$ cat config.mk
export PLATFORM = sky130hd
export DESIGN_NAME = dispctl_dim
export DESIGN_NICKNAME = d
export VERILOG_FILES = /design/src/rtl/dispctl_dim.sv
export SDC_FILE = /design/constraint.sdc
export NUM_CORES = 1
export LEC_CHECK = 0
export BUFFER_PORTS_ARGS = -buffer_cell sky130_fd_sc_hd__clkbuf_2
export CAP_MARGIN = 40
export CORE_MARGIN = 4
export CORE_UTILIZATION = 35
export CTS_CLUSTER_SIZE = 10
export DETAILED_ROUTE_END_ITERATION = 8
export GPL_TIMING_DRIVEN = 1
export PLACE_DENSITY = 0.55
export SYNTH_ARGS = -nofsm -noshare
export SYNTH_HDL_FRONTEND = slang
export SYNTH_SLANG_ARGS = --single-unit
export TNS_END_PERCENT = 10
$ cat constraint.sdc
create_clock -name clk -period 2.8 [get_ports clk]
set_input_delay 0.56 -clock clk [delete_from_list [all_inputs] [get_ports clk]]
set_output_delay 0.56 -clock clk [all_outputs]
set_load 0.005 [all_outputs]
$ cat src/rtl/dispctl_dim.sv
// Multiplexed 7-segment display controller with PWM dimming.
// Frame-synchronous double buffering keeps content from tearing mid-frame.
module dispctl_dim #(
    parameter int NDIG  = 8,
    parameter int DIV   = 1000,
    parameter int BRT_W = 4
) (
    input  logic                clk,
    input  logic                reset,
    input  logic [4*NDIG-1:0]   data,
    input  logic [NDIG-1:0]     dp_in,
    input  logic [NDIG-1:0]     blank,
    input  logic [BRT_W-1:0]    bright,
    input  logic                load,
    output logic [6:0]          seg,
    output logic                dp,
    output logic [NDIG-1:0]     an,
    output logic                frame
);

    localparam int IW = $clog2(NDIG);
    localparam int PW = $clog2(DIV);

    localparam logic [IW-1:0]    IDX_LAST  = IW'(NDIG - 1);
    localparam logic [PW-1:0]    PCNT_LAST = PW'(DIV - 1);
    localparam logic [BRT_W-1:0] PH_LAST   = '1;

    localparam logic [6:0] SEG_OFF = 7'h7F;

    // Timebase: prescaler, PWM sub-slot and digit index
    logic [PW-1:0]    pcnt;
    logic [BRT_W-1:0] ph;
    logic [IW-1:0]    idx;

    logic tick;
    logic ph_wrap;
    logic boundary;

    // Pending (load-side) and active (display-side) buffers
    logic [4*NDIG-1:0] pend_data;
    logic [NDIG-1:0]   pend_dp;
    logic [NDIG-1:0]   pend_blank;

    logic [4*NDIG-1:0] act_data;
    logic [NDIG-1:0]   act_dp;
    logic [NDIG-1:0]   act_blank;
    logic [BRT_W-1:0]  act_bright;

    // Per-digit selection of the active buffer
    logic [3:0]      cur_nib;
    logic            cur_dp;
    logic            cur_blank;
    logic [NDIG-1:0] cur_sel;
    logic            pwm_on;
    logic            lit;

    // Active-low segment pattern, bit 0 = a through bit 6 = g
    function automatic logic [6:0] hex7(input logic [3:0] v);
        logic [6:0] r;
        case (v)
            4'h0:    r = 7'b1000000;
            4'h1:    r = 7'b1111001;
            4'h2:    r = 7'b0100100;
            4'h3:    r = 7'b0110000;
            4'h4:    r = 7'b0011001;
            4'h5:    r = 7'b0010010;
            4'h6:    r = 7'b0000010;
            4'h7:    r = 7'b1111000;
            4'h8:    r = 7'b0000000;
            4'h9:    r = 7'b0010000;
            4'hA:    r = 7'b0001000;
            4'hB:    r = 7'b0000011;
            4'hC:    r = 7'b1000110;
            4'hD:    r = 7'b0100001;
            4'hE:    r = 7'b0000110;
            default: r = 7'b0001110;
        endcase
        return r;
    endfunction

    // Tick, sub-slot wrap and frame boundary decode from current counters
    always_comb begin
        tick     = (pcnt == PCNT_LAST);
        ph_wrap  = tick && (ph == PH_LAST);
        boundary = ph_wrap && (idx == IDX_LAST);
    end

    // Prescaler, sub-slot counter and digit index
    always_ff @(posedge clk) begin
        if (reset) begin
            pcnt <= '0;
            ph   <= '0;
            idx  <= '0;
        end else begin
            if (tick) begin
                pcnt <= '0;
                ph   <= ph + 1'b1;
            end else begin
                pcnt <= pcnt + 1'b1;
            end
            if (ph_wrap) begin
                if (idx == IDX_LAST) begin
                    idx <= '0;
                end else begin
                    idx <= idx + 1'b1;
                end
            end
        end
    end

    // Pending buffer: last load before a boundary wins
    always_ff @(posedge clk) begin
        if (reset) begin
            pend_data  <= '0;
            pend_dp    <= '0;
            pend_blank <= '1;
        end else if (load) begin
            pend_data  <= data;
            pend_dp    <= dp_in;
            pend_blank <= blank;
        end
    end

    // Active buffer: copies pending (pre-edge values) only at a boundary
    always_ff @(posedge clk) begin
        if (reset) begin
            act_data   <= '0;
            act_dp     <= '0;
            act_blank  <= '1;
            act_bright <= '0;
        end else if (boundary) begin
            act_data   <= pend_data;
            act_dp     <= pend_dp;
            act_blank  <= pend_blank;
            act_bright <= bright;
        end
    end

    // Pick the nibble, dp and blank bit of the digit being scanned
    always_comb begin
        cur_nib   = '0;
        cur_dp    = 1'b0;
        cur_blank = 1'b1;
        cur_sel   = '0;
        for (int i = 0; i < NDIG; i++) begin
            if (idx == IW'(i)) begin
                cur_nib    = act_data[4*i +: 4];
                cur_dp     = act_dp[i];
                cur_blank  = act_blank[i];
                cur_sel[i] = 1'b1;
            end
        end
    end

    // PWM gate: full-scale brightness keeps the digit on for every sub-slot
    always_comb begin
        pwm_on = (ph < act_bright) || (&act_bright);
        lit    = !cur_blank && pwm_on;
    end

    // Registered drive outputs, one cycle behind the counter state
    always_ff @(posedge clk) begin
        if (reset) begin
            seg   <= SEG_OFF;
            dp    <= 1'b1;
            an    <= '1;
            frame <= 1'b0;
        end else begin
            frame <= boundary;
            if (lit) begin
                seg <= hex7(cur_nib);
                dp  <= ~cur_dp;
                an  <= ~cur_sel;
            end else begin
                seg <= SEG_OFF;
                dp  <= 1'b1;
                an  <= '1;
            end
        end
    end

endmodule

==> flow_summary.toml <==
[die]
ios = 72
initial_core_util = 0.358
die_area_um2 = 17600
die_height_um = 133
std_cell_rows = 45
core_um2 = 15200
die_width_um = 133

[pwr]
powerDensity_nw_per_um2 = 647
ir_drop_uv = 409
p_leak_nw = 2.83

[drt]
firstDrtPassIters = 4
route.met2.wl_um = 5840
maxUsedRoutingLayer = "met4"
drt-initial-drc-count = 234
vias = 4078
detail-route-antenna-nets = 0
met3WireLength_um = 503
wl_per_cell_um = 15.3
viasPerCell = 5.08
drt_wl_total_um = 12300
met1_length_um = 5780
drcViolationCount = 0

[finish]
area_delta_synth_final_pct = 20.2
fillCellCount = 1494
stdcell_count = 802
diodes = 0
nNetsFinal = 676
drive_gt1_frac = 0.205

[sta]
finalSetupViolations = 0
final_max_slew_viol_count = 0
rsz0062_at_grt = "false"
min_period_ns = 2.60
fmax_mhz = 385
finalCritPeriodShare = 0.928
finalHoldViolCount = 0
holdWs_ns = 0.357
tightest_slew_ns = 0.634
relSlewSlack = 0.576
tns_ns = 0
timing.final.ws_setup_ns = 0.202
skew_ns = 0.00620

[critical_path]
crit_type = "reg -> reg"
critPathMaxFanout = 7
timing.rr.end = "seg[6]$_SDFF_PP1_"
crit_path_start_kind = "register"
cp-end-kind = "register"
required_ns = 3.05
reg2reg_slack_ns = 0.20
arrival_ns = 2.85
regToRegStartpoint = "idx[0]$_SDFFE_PP0P_"
reg2regPathDepth = 11

[yosys]
yosysMostFrequentCell = "dfxtp_1"
ys_async_sr_fraction = 0
ys_top_cells_by_count = "dfxtp_1 (134), nor2_1 (70), mux2i_1 (47), a22o_1 (44), nand3_1 (19)"
yosysUniqueCellTypes = 61
synthCells = 534
synth-seq-cells = 134
yosys.area.top_type_share = 0.493
ys_seq_area_frac = 0.493
synth_flop_cell = "dfxtp_1"
synth_top_area_cell = "dfxtp_1"
syn-num-nets = 606
netlist_area_um2 = 5440
yosysWarnings = 0
syn_area_per_cell_um2 = 10.2
ys_top_cells_by_area = "dfxtp_1 (49%), mux2i_1 (8.6%), a22o_1 (7.1%)"
synth-edff-count = 0

[grt]
grt_pass1_vias = 4165
grt_overflow = 0
grt_pass1_wl_um = 20500
track_usage = 0.144
grt_max_degree = 57
grt_antenna_before_repair = 0

[hold_path]
worstHoldStart = "blank[3]"
worstHoldPathCells = 2
hold_path_class = "in -> reg"
hold_end = "pend_blank[3]$_SDFFE_PP1P_"

[placed_design]
portBuffers = 71
hpwl_um = 8850
dp.cells = 773
routabilityCongestion = 0.850
place_worst_setup_slack_ns = 0.116

[run_status]
status = "completed"

[clock_tree]
cts_hold_buf = 0
clock_latency_ns = 0.41
root_buffer = "clkbuf_16"
cts_buffer_depth = 2
cts_made_buffers = 17
cts-htree-levels = 4
clk_pin_slew_ns = 0.05
cts_tree = "yes"
cts.sinks = 134

[run]
maxCapViolations = 0
==> routing by layer <==
layer  GRT usage  vias to the layer above
met3      0.0441                       12
met1       0.180                     1935
met4      0.0508                        0
li1            -                     2054
met5           0                        -
met2       0.235                       77
==> state kept, by name, summed over array words and instances, names as in the netlist <==
register,flops
pend_blank,8
idx,3
act_blank,8
act_data,32
act_dp,8
pcnt,10
pend_data,32
act_bright,4
frame,1
dp,1
ph,4
seg,7
pend_dp,8
an,8
==> worst max-delay path by stage <==
stage	to	from	cells after the start	slack, ns
floorplan	seg[3]$_SDFF_PP1_	idx[0]$_SDFFE_PP0P_	13	0.12
global placement	seg[3]$_SDFF_PP1_	idx[0]$_SDFFE_PP0P_	12	0.18
detailed placement	seg[3]$_SDFF_PP1_	idx[0]$_SDFFE_PP0P_	12	0.12
CTS	seg[3]$_SDFF_PP1_	idx[0]$_SDFFE_PP0P_	12	0.09
global route	seg[3]$_SDFF_PP1_	idx[0]$_SDFFE_PP0P_	12	0.01
finish	seg[6]$_SDFF_PP1_	idx[0]$_SDFFE_PP0P_	11	0.20
==> worst max-delay path, stage by stage, from the launching register on <==
cell and delay, ns:
dfxtp_1 0.35, ha_1 0.24, ha_2 0.21, buf_4 0.17, nor2_1 0.24, a32o_1 0.17
nand3_1 0.11, a31o_4 0.27, ha_1 0.20, mux2_1 0.29, nand3_1 0.09, o211ai_1 0.10
==> cells by family after synthesis <==
family / synth area share
AND/OR/NAND/NOR: 0.123
flip-flops: 0.493
AO/OA/AOI/OAI: 0.182
buffers and inverters: 0.0533
multiplexers: 0.0906
adder cells (fa/ha/maj): 0.0391
XOR/XNOR: 0.0193
==> cell type report <==
type	count	area (µm²)	share of cell area
inverter	18	70.1	0.0107
sequential	134	2680	0.410
multi-input combinational	345	2490	0.381
timing repair buffer	88	515	0.0788
tap	188	235	0.0359
clock buffer	24	472	0.0721
clock inverter	5	75.1	0.0115
==> through the flow <==
stage | total power, mW | area [µm²] | utilization
after floorplan | 2.12 | 5440 | -
after global routing | 4.39 | 6540 | 0.430
after CTS | 4.28 | 6520 | 0.429
after global placement | 2.18 | 5950 | 0.391
final | 4.23 | 6540 | 0.430
after detailed placement | 2.19 | 5970 | 0.393
==> where the power goes <==
group	leakage (nW)	switching, mW	internal [mW]
clock network	0.270	0.744	1.34
logic	1.47	0.0843	0.0828
registers	1.09	0.0283	1.96
total	2.83	0.857	3.37
==> timing repair <==
item	in CTS	in global routing
endpoints found under the hold margin	0	0
buffers inserted	0	0
endpoints found under the setup margin	0	2
gates resized for setup	0	6
==> placed cells by master (no fill, tap or decap), drive strengths merged, types with 5 or more instances in the layout <==
cell type  instances
o21ai             14
a211o             10
a31oi              5
dfxtp            134
ha                17
xor2               7
nand2             20
nand3             19
mux2i             47
o22a               7
xnor2              5
inv               18
buf               17
a22o              44
nor2              70
clkbuf            95
nor2b             10
a21oi             13
(Power assumes the default switching activity.)
